### src/rtl/lag_meter_pkg.sv
// Shared constants and state encoding for the flash-to-sensor lag meter
// and the display formatter that consumes its results.
package lag_meter_pkg;

    localparam int unsigned LAG_WIDTH      = 20;
    localparam int unsigned LAG_TIMEOUT_US = 500000;

    typedef enum logic [1:0] {
        IDLE      = 2'd0,
        MEASURE   = 2'd1,
        WAIT_DARK = 2'd2
    } lm_state_e;

endpackage

### src/rtl/lag_meter_sensor_debounce.sv
// Photo-sensor conditioning: polarity, 2-FF synchronizer and symmetric
// active/inactive run counters that qualify detection and darkness.
module sensor_debounce #(
    parameter int unsigned DEBOUNCE           = 16,
    parameter bit          SENSOR_ACTIVE_HIGH = 1'b1
) (
    input  logic clock,
    input  logic reset,
    input  logic sensor,
    output logic sensor_s,
    output logic run_start,
    output logic det,
    output logic dark
);

    localparam int unsigned     CW      = $clog2(DEBOUNCE + 1);
    localparam logic [CW-1:0]   CNT_MAX = CW'(DEBOUNCE);
    localparam logic [CW-1:0]   CNT_DET = CW'(DEBOUNCE - 1);

    logic          sync1_q, sync1_d;
    logic          sync2_q, sync2_d;
    logic [CW-1:0] act_cnt_q, act_cnt_d;
    logic [CW-1:0] inact_cnt_q, inact_cnt_d;

    always_comb begin
        sync1_d     = SENSOR_ACTIVE_HIGH ? sensor : ~sensor;
        sync2_d     = sync1_q;
        act_cnt_d   = '0;
        inact_cnt_d = '0;
        // Counters saturate so det stays a single pulse while dark stays a level.
        if (sync2_q) begin
            act_cnt_d = (act_cnt_q == CNT_MAX) ? act_cnt_q : act_cnt_q + 1'b1;
        end else begin
            inact_cnt_d = (inact_cnt_q == CNT_MAX) ? inact_cnt_q : inact_cnt_q + 1'b1;
        end
    end

    always_ff @(posedge clock) begin
        if (reset) begin
            sync1_q     <= 1'b0;
            sync2_q     <= 1'b0;
            act_cnt_q   <= '0;
            inact_cnt_q <= '0;
        end else begin
            sync1_q     <= sync1_d;
            sync2_q     <= sync2_d;
            act_cnt_q   <= act_cnt_d;
            inact_cnt_q <= inact_cnt_d;
        end
    end

    assign sensor_s  = sync2_q;
    assign run_start = sync2_q && (act_cnt_q == '0);
    assign det       = sync2_q && (act_cnt_q == CNT_DET);
    assign dark      = !sync2_q && ((inact_cnt_q == CNT_DET) || (inact_cnt_q == CNT_MAX));

endmodule

### src/rtl/lag_meter.sv
// Measures microseconds from the video generator's flash trigger to the
// photo-sensor detecting it, with min/max/count statistics and timeout.
module lag_meter
    import lag_meter_pkg::*;
#(
    parameter int unsigned CLK_PER_US         = 25,
    parameter int unsigned TIMEOUT_US         = LAG_TIMEOUT_US,
    parameter int unsigned DEBOUNCE           = 16,
    parameter bit          SENSOR_ACTIVE_HIGH = 1'b1
) (
    input  logic                 clock,
    input  logic                 reset,
    input  logic                 starttrigger,
    input  logic                 sensor,
    input  logic                 clear_stats,
    output logic [LAG_WIDTH-1:0] lag_us,
    output logic                 lag_valid,
    output logic                 timeout,
    output logic [LAG_WIDTH-1:0] min_us,
    output logic [LAG_WIDTH-1:0] max_us,
    output logic [7:0]           sample_count,
    output logic                 busy
);

    localparam int unsigned            PW        = $clog2(CLK_PER_US);
    localparam logic [PW-1:0]          PRESC_MAX = PW'(CLK_PER_US - 1);
    localparam logic [LAG_WIDTH-1:0]   US_MAX    = LAG_WIDTH'(TIMEOUT_US);

    lm_state_e              state_q, state_d;
    logic [PW-1:0]          presc_q, presc_d;
    logic [LAG_WIDTH-1:0]   us_q, us_d;
    logic [LAG_WIDTH-1:0]   cand_q, cand_d;
    logic [LAG_WIDTH-1:0]   lag_q, lag_d;
    logic [LAG_WIDTH-1:0]   min_q, min_d;
    logic [LAG_WIDTH-1:0]   max_q, max_d;
    logic [7:0]             count_q, count_d;
    logic                   lag_valid_q, lag_valid_d;
    logic                   timeout_q, timeout_d;
    logic                   sample;
    logic [LAG_WIDTH-1:0]   sample_val;
    logic                   sensor_s, run_start, det, dark;

    sensor_debounce #(
        .DEBOUNCE           (DEBOUNCE),
        .SENSOR_ACTIVE_HIGH (SENSOR_ACTIVE_HIGH)
    ) u_debounce (
        .clock     (clock),
        .reset     (reset),
        .sensor    (sensor),
        .sensor_s  (sensor_s),
        .run_start (run_start),
        .det       (det),
        .dark      (dark)
    );

    always_comb begin
        state_d     = state_q;
        presc_d     = presc_q;
        us_d        = us_q;
        cand_d      = cand_q;
        lag_d       = lag_q;
        lag_valid_d = 1'b0;
        timeout_d   = 1'b0;
        sample      = 1'b0;
        // With DEBOUNCE=1 the run starts and is accepted on the same cycle.
        sample_val  = run_start ? us_q : cand_q;

        case (state_q)
            IDLE: begin
                if (starttrigger) begin
                    presc_d = '0;
                    us_d    = '0;
                    cand_d  = '0;
                    state_d = MEASURE;
                end
            end
            MEASURE: begin
                if (presc_q == PRESC_MAX) begin
                    presc_d = '0;
                    if (us_q != US_MAX) begin
                        us_d = us_q + 1'b1;
                    end
                end else begin
                    presc_d = presc_q + 1'b1;
                end
                if (!sensor_s) begin
                    cand_d = '0;
                end else if (run_start) begin
                    cand_d = us_q;
                end
                if (det) begin
                    sample  = 1'b1;
                    state_d = WAIT_DARK;
                end else if (us_q == US_MAX) begin
                    timeout_d = 1'b1;
                    state_d   = IDLE;
                end
            end
            WAIT_DARK: begin
                if (dark) begin
                    state_d = IDLE;
                end
            end
            default: state_d = IDLE;
        endcase

        if (clear_stats) begin
            min_d   = '1;
            max_d   = '0;
            count_d = '0;
        end else begin
            min_d   = min_q;
            max_d   = max_q;
            count_d = count_q;
        end
        if (sample) begin
            lag_d       = sample_val;
            lag_valid_d = 1'b1;
            if (sample_val < min_d) begin
                min_d = sample_val;
            end
            if (sample_val > max_d) begin
                max_d = sample_val;
            end
            if (count_d != 8'hFF) begin
                count_d = count_d + 8'd1;
            end
        end
    end

    always_ff @(posedge clock) begin
        if (reset) begin
            state_q     <= IDLE;
            presc_q     <= '0;
            us_q        <= '0;
            cand_q      <= '0;
            lag_q       <= '0;
            lag_valid_q <= 1'b0;
            timeout_q   <= 1'b0;
            min_q       <= '1;
            max_q       <= '0;
            count_q     <= '0;
        end else begin
            state_q     <= state_d;
            presc_q     <= presc_d;
            us_q        <= us_d;
            cand_q      <= cand_d;
            lag_q       <= lag_d;
            lag_valid_q <= lag_valid_d;
            timeout_q   <= timeout_d;
            min_q       <= min_d;
            max_q       <= max_d;
            count_q     <= count_d;
        end
    end

    assign lag_us       = lag_q;
    assign lag_valid    = lag_valid_q;
    assign timeout      = timeout_q;
    assign min_us       = min_q;
    assign max_us       = max_q;
    assign sample_count = count_q;
    assign busy         = (state_q != IDLE);

endmodule

### config.mk
export PLATFORM = sky130hd
export DESIGN_NAME = lag_meter
export DESIGN_NICKNAME = d
export VERILOG_FILES = /design/src/rtl/lag_meter_pkg.sv /design/src/rtl/lag_meter_sensor_debounce.sv /design/src/rtl/lag_meter.sv
export SDC_FILE = /design/constraint.sdc
export NUM_CORES = 1
export LEC_CHECK = 0
export CORE_UTILIZATION = 57
export CTS_CLUSTER_DIAMETER = 200
export DETAILED_ROUTE_END_ITERATION = 12
export PLACE_DENSITY = 0.82
export SYNTH_ARGS = -nofsm -noshare
export SYNTH_HDL_FRONTEND = slang
export SYNTH_SLANG_ARGS = --single-unit
export TNS_END_PERCENT = 30
### constraint.sdc
create_clock -name clock -period 4.51 [get_ports clock]
set_input_delay 0.902 -clock clock [delete_from_list [all_inputs] [get_ports clock]]
set_output_delay 0.902 -clock clock [all_outputs]
set_load 0.05 [all_outputs]
==> flow_summary_export.csv <==
group,metric,value,unit
grt,track_usage,29.1,%
power_and_ir_drop,power_density,300,mW/mm^2
grt,grt_start_max_net_pins,81,
clocking,cts_buffer_depth,2,
floorplan,die_h,113,microns
sta,tns,0,ns
floorplan,die_width,113,microns
sta,rsz0062_at_grt,"false",
detailed_routing,drc,0,
detailed_routing,drt-initial-drc-count,835,
sta,hold_viol,0,
sta,timing_worst_slew_pin_value,0.868,ns
min_path,hp-class,"flip-flop to flip-flop",
clocking,cts_tree,"yes",
worst_setup_path,end_kind,"flip-flop",
power_and_ir_drop,vdd_drop_max,0.196,mV
yosys,ys_seq_area_share,36.9,%
clocking,htree_levels,4,
yosys,synth_area_leaders,"dfxtp_1 37%, ha_1 8.4%, nor2_1 7.1%",
detailed_routing,drt_pass1_iterations,5,
floorplan,rows,40,
detailed_routing,drt_wl_total,18.1,mm
grt,grt-ovfl-total,0,
yosys,synth_cell_type_count,56,
yosys,async_flop_share,0,%
placement,place_ws,0.154,ns
clocking,root_buffer,"clkbuf_16",
detailed_routing,vias,6547,
yosys,ys.flop_type,"dfxtp_1",
worst_setup_path,crit_type,"flip-flop to flip-flop",
yosys,yosysMostFrequentCell,"nor2_1",
worst_setup_path,critPathLaunchType,"flip-flop",
placement,gp_congestion,0.917,
floorplan,initial_core_util,58.3,%
clocking,cts_hold_buf,0,
yosys,yosysWarningCount,0,
worst_setup_path,cp_data_arrival_time,4.55,ns
sta,slew_violations,0,
yosys,ys_ff_latch,129,
floorplan,dieArea,0.0127,sq mm
clocking,insertion_delay,0.42,ns
finish,drive_gt1_share,5.91,%
sta,finalCritPeriodShare,93.3,%
sta,finalCriticalPeriod,4.21,ns
yosys,synth_top_area_share,36.9,%
yosys,syn_inst,850,
worst_setup_path,path_max_fanout,20,
clocking,cts_buffers,17,
yosys,synth_enable_flop_cells,0,
yosys,syn_area,0.00701,sq mm
job,drv_cap,0,
finish,fillerInstances,993,
yosys,yosys-top-cells-count,"133 x nor2_1, 129 x dfxtp_1, 47 x ha_1",
sta,setup_viol_count_final,0,
clocking,clock-sinks,129,
grt,grt_pass1_vias,6059,
yosys,postSynthAreaPerCell,8.24,sq um
finish,layout.nets,955,
grt,antenna_found_initial,0,
power_and_ir_drop,power_leakage,3.29,nW
grt,grt_pass1_wl,29.3,mm
sta,fmax,238,MHz
yosys,syn-num-nets,902,
status,status,"complete, no violations",
clocking,clk_pin_slew,0.06,ns
detailed_routing,postRouteAntennaNets,0,
worst_setup_path,crit_required,4.86,ns
yosys,synth_top_area_cell,"dfxtp_1",
floorplan,core_area,0.0120,sq mm
sta,finalClockSkew,0.00663,ns
detailed_routing,viasPerCell,6.17,
sta,slew_headroom,42.1,%
finish,diodes,0,
finish,syn_to_final_growth,18.9,%
floorplan,io_pins,76,
placement,hpwl,12.3,mm
sta,setup_slack,0.303,ns
detailed_routing,avgRoutedWirePerCell,17.0,microns
placement,numPortBuffers,75,
[report_power, final]
part	switching (mW)	total, mW	leakage [nW]	internal, mW
sequential	0.00645	1.15	1.04	1.15
combinational	0.0726	0.102	1.99	0.0291
clock	0.487	1.24	0.263	0.757
total	0.566	2.50	3.29	1.93
[sequential cells by signal, summed over array words and instances, names as in the netlist]
signal and count:
cand_q 20, lag_us 20, lag_valid 1, max_us 20, min_us 20, presc_q 5
sample_count 8, state_q 2, timeout 1, u_debounce.act_cnt_q 5, u_debounce.inact_cnt_q 5, u_debounce.sensor_s 1
u_debounce.sync1_q 1, us_q 20
[final timing paths]
path,cells after the start,slack [ns],to,start
setup / recovery,14,0.30,min_us[8]$_SDFF_PP1_,u_debounce.act_cnt_q[0]$_SDFFE_PP0P_
hold / removal,2,0.46,lag_us[2]$_SDFFE_PP0P_,lag_us[2]$_SDFFE_PP0P_
hold reg to reg,2,0.46,lag_us[2]$_SDFFE_PP0P_,lag_us[2]$_SDFFE_PP0P_
setup reg to reg,14,0.30,min_us[8]$_SDFF_PP1_,u_debounce.act_cnt_q[0]$_SDFFE_PP0P_
[worst max-delay path: stages (launching register included)]
cell	delay [ns]
dfxtp_1	0.34
inv_1	0.07
ha_1	0.14
nor3b_2	0.32
nand2_2	0.29
mux2i_1	0.51
inv_1	0.25
ha_1	0.29
a2111oi_0	0.42
a2111o_1	0.17
a31oi_1	0.06
o311ai_1	0.42
o2111a_1	0.25
buf_4	0.36
mux2i_1	0.24
[routing by layer]
metal	global-route usage (%)	routed length (microns)	vias up
met5	0	0	-
met4	14.7	506	0
met3	5.30	1340	48
met2	45.9	8260	291
met1	38.5	7970	3057
li1	-	-	3151
[final cells by class]
class / instances / area, sq um / area share, %
Clock inverter: 8 / 65.1 / 0.781
Timing Repair Buffer: 89 / 848 / 10.2
Tap cell: 147 / 184 / 2.21
Sequential cell: 129 / 2580 / 31.0
Inverter: 38 / 143 / 1.71
Clock buffer: 22 / 454 / 5.45
Multi-Input combinational cell: 628 / 4060 / 48.7
[cells by family (layout without fill, tap and decap cells)]
family,count (synthesis),in the layout,synth area share (%)
AO/OA/AOI/OAI,170,170,16.3
AND/OR/NAND/NOR,351,351,25.0
XOR/XNOR,25,25,3.12
buffers and inverters,93,157,5.36
adder cells (fa/ha/maj),47,47,8.39
flip-flops,129,129,36.9
multiplexers,35,35,5.00
[cell usage in the layout (no fill, tap or decap), drive strengths merged, types with 16 or more instances in the layout]
cell             n
nor2           133
dfxtp          129
clkdlybuf4s50   73
o21ai           52
ha              47
nand2           40
inv             38
mux2i           35
nor3            33
nand4           32
a21oi           28
nand2b          27
nand3           22
a22oi           22
o211ai          22
clkbuf          22
or4             20
buf             16
[through the flow]
stage          std cells  total power, mW  util (%)  area (sq um)  hold slack, ns
2_1_floorplan        850             1.25         -          7010           0.414
3_3_place_gp        1031             1.28      65.0          7810           0.437
3_5_place_dp        1031             1.28      65.0          7810           0.447
4_1_cts             1061             2.50      69.3          8330           0.460
5_1_grt             1061             2.57      69.4          8330           0.472
6_report            1061             2.50      69.4          8330           0.459
[repair_timing]
| item | 4_1_cts | 5_1_grt |
|---|---|---|
| hold endpoints to repair | 0 | 0 |
| endpoints found under the setup margin | 0 | 40 |
| resized for setup | 0 | 3 |
| buffers inserted | 0 | 0 |
No activity file was read; power rests on OpenSTA's default activity.
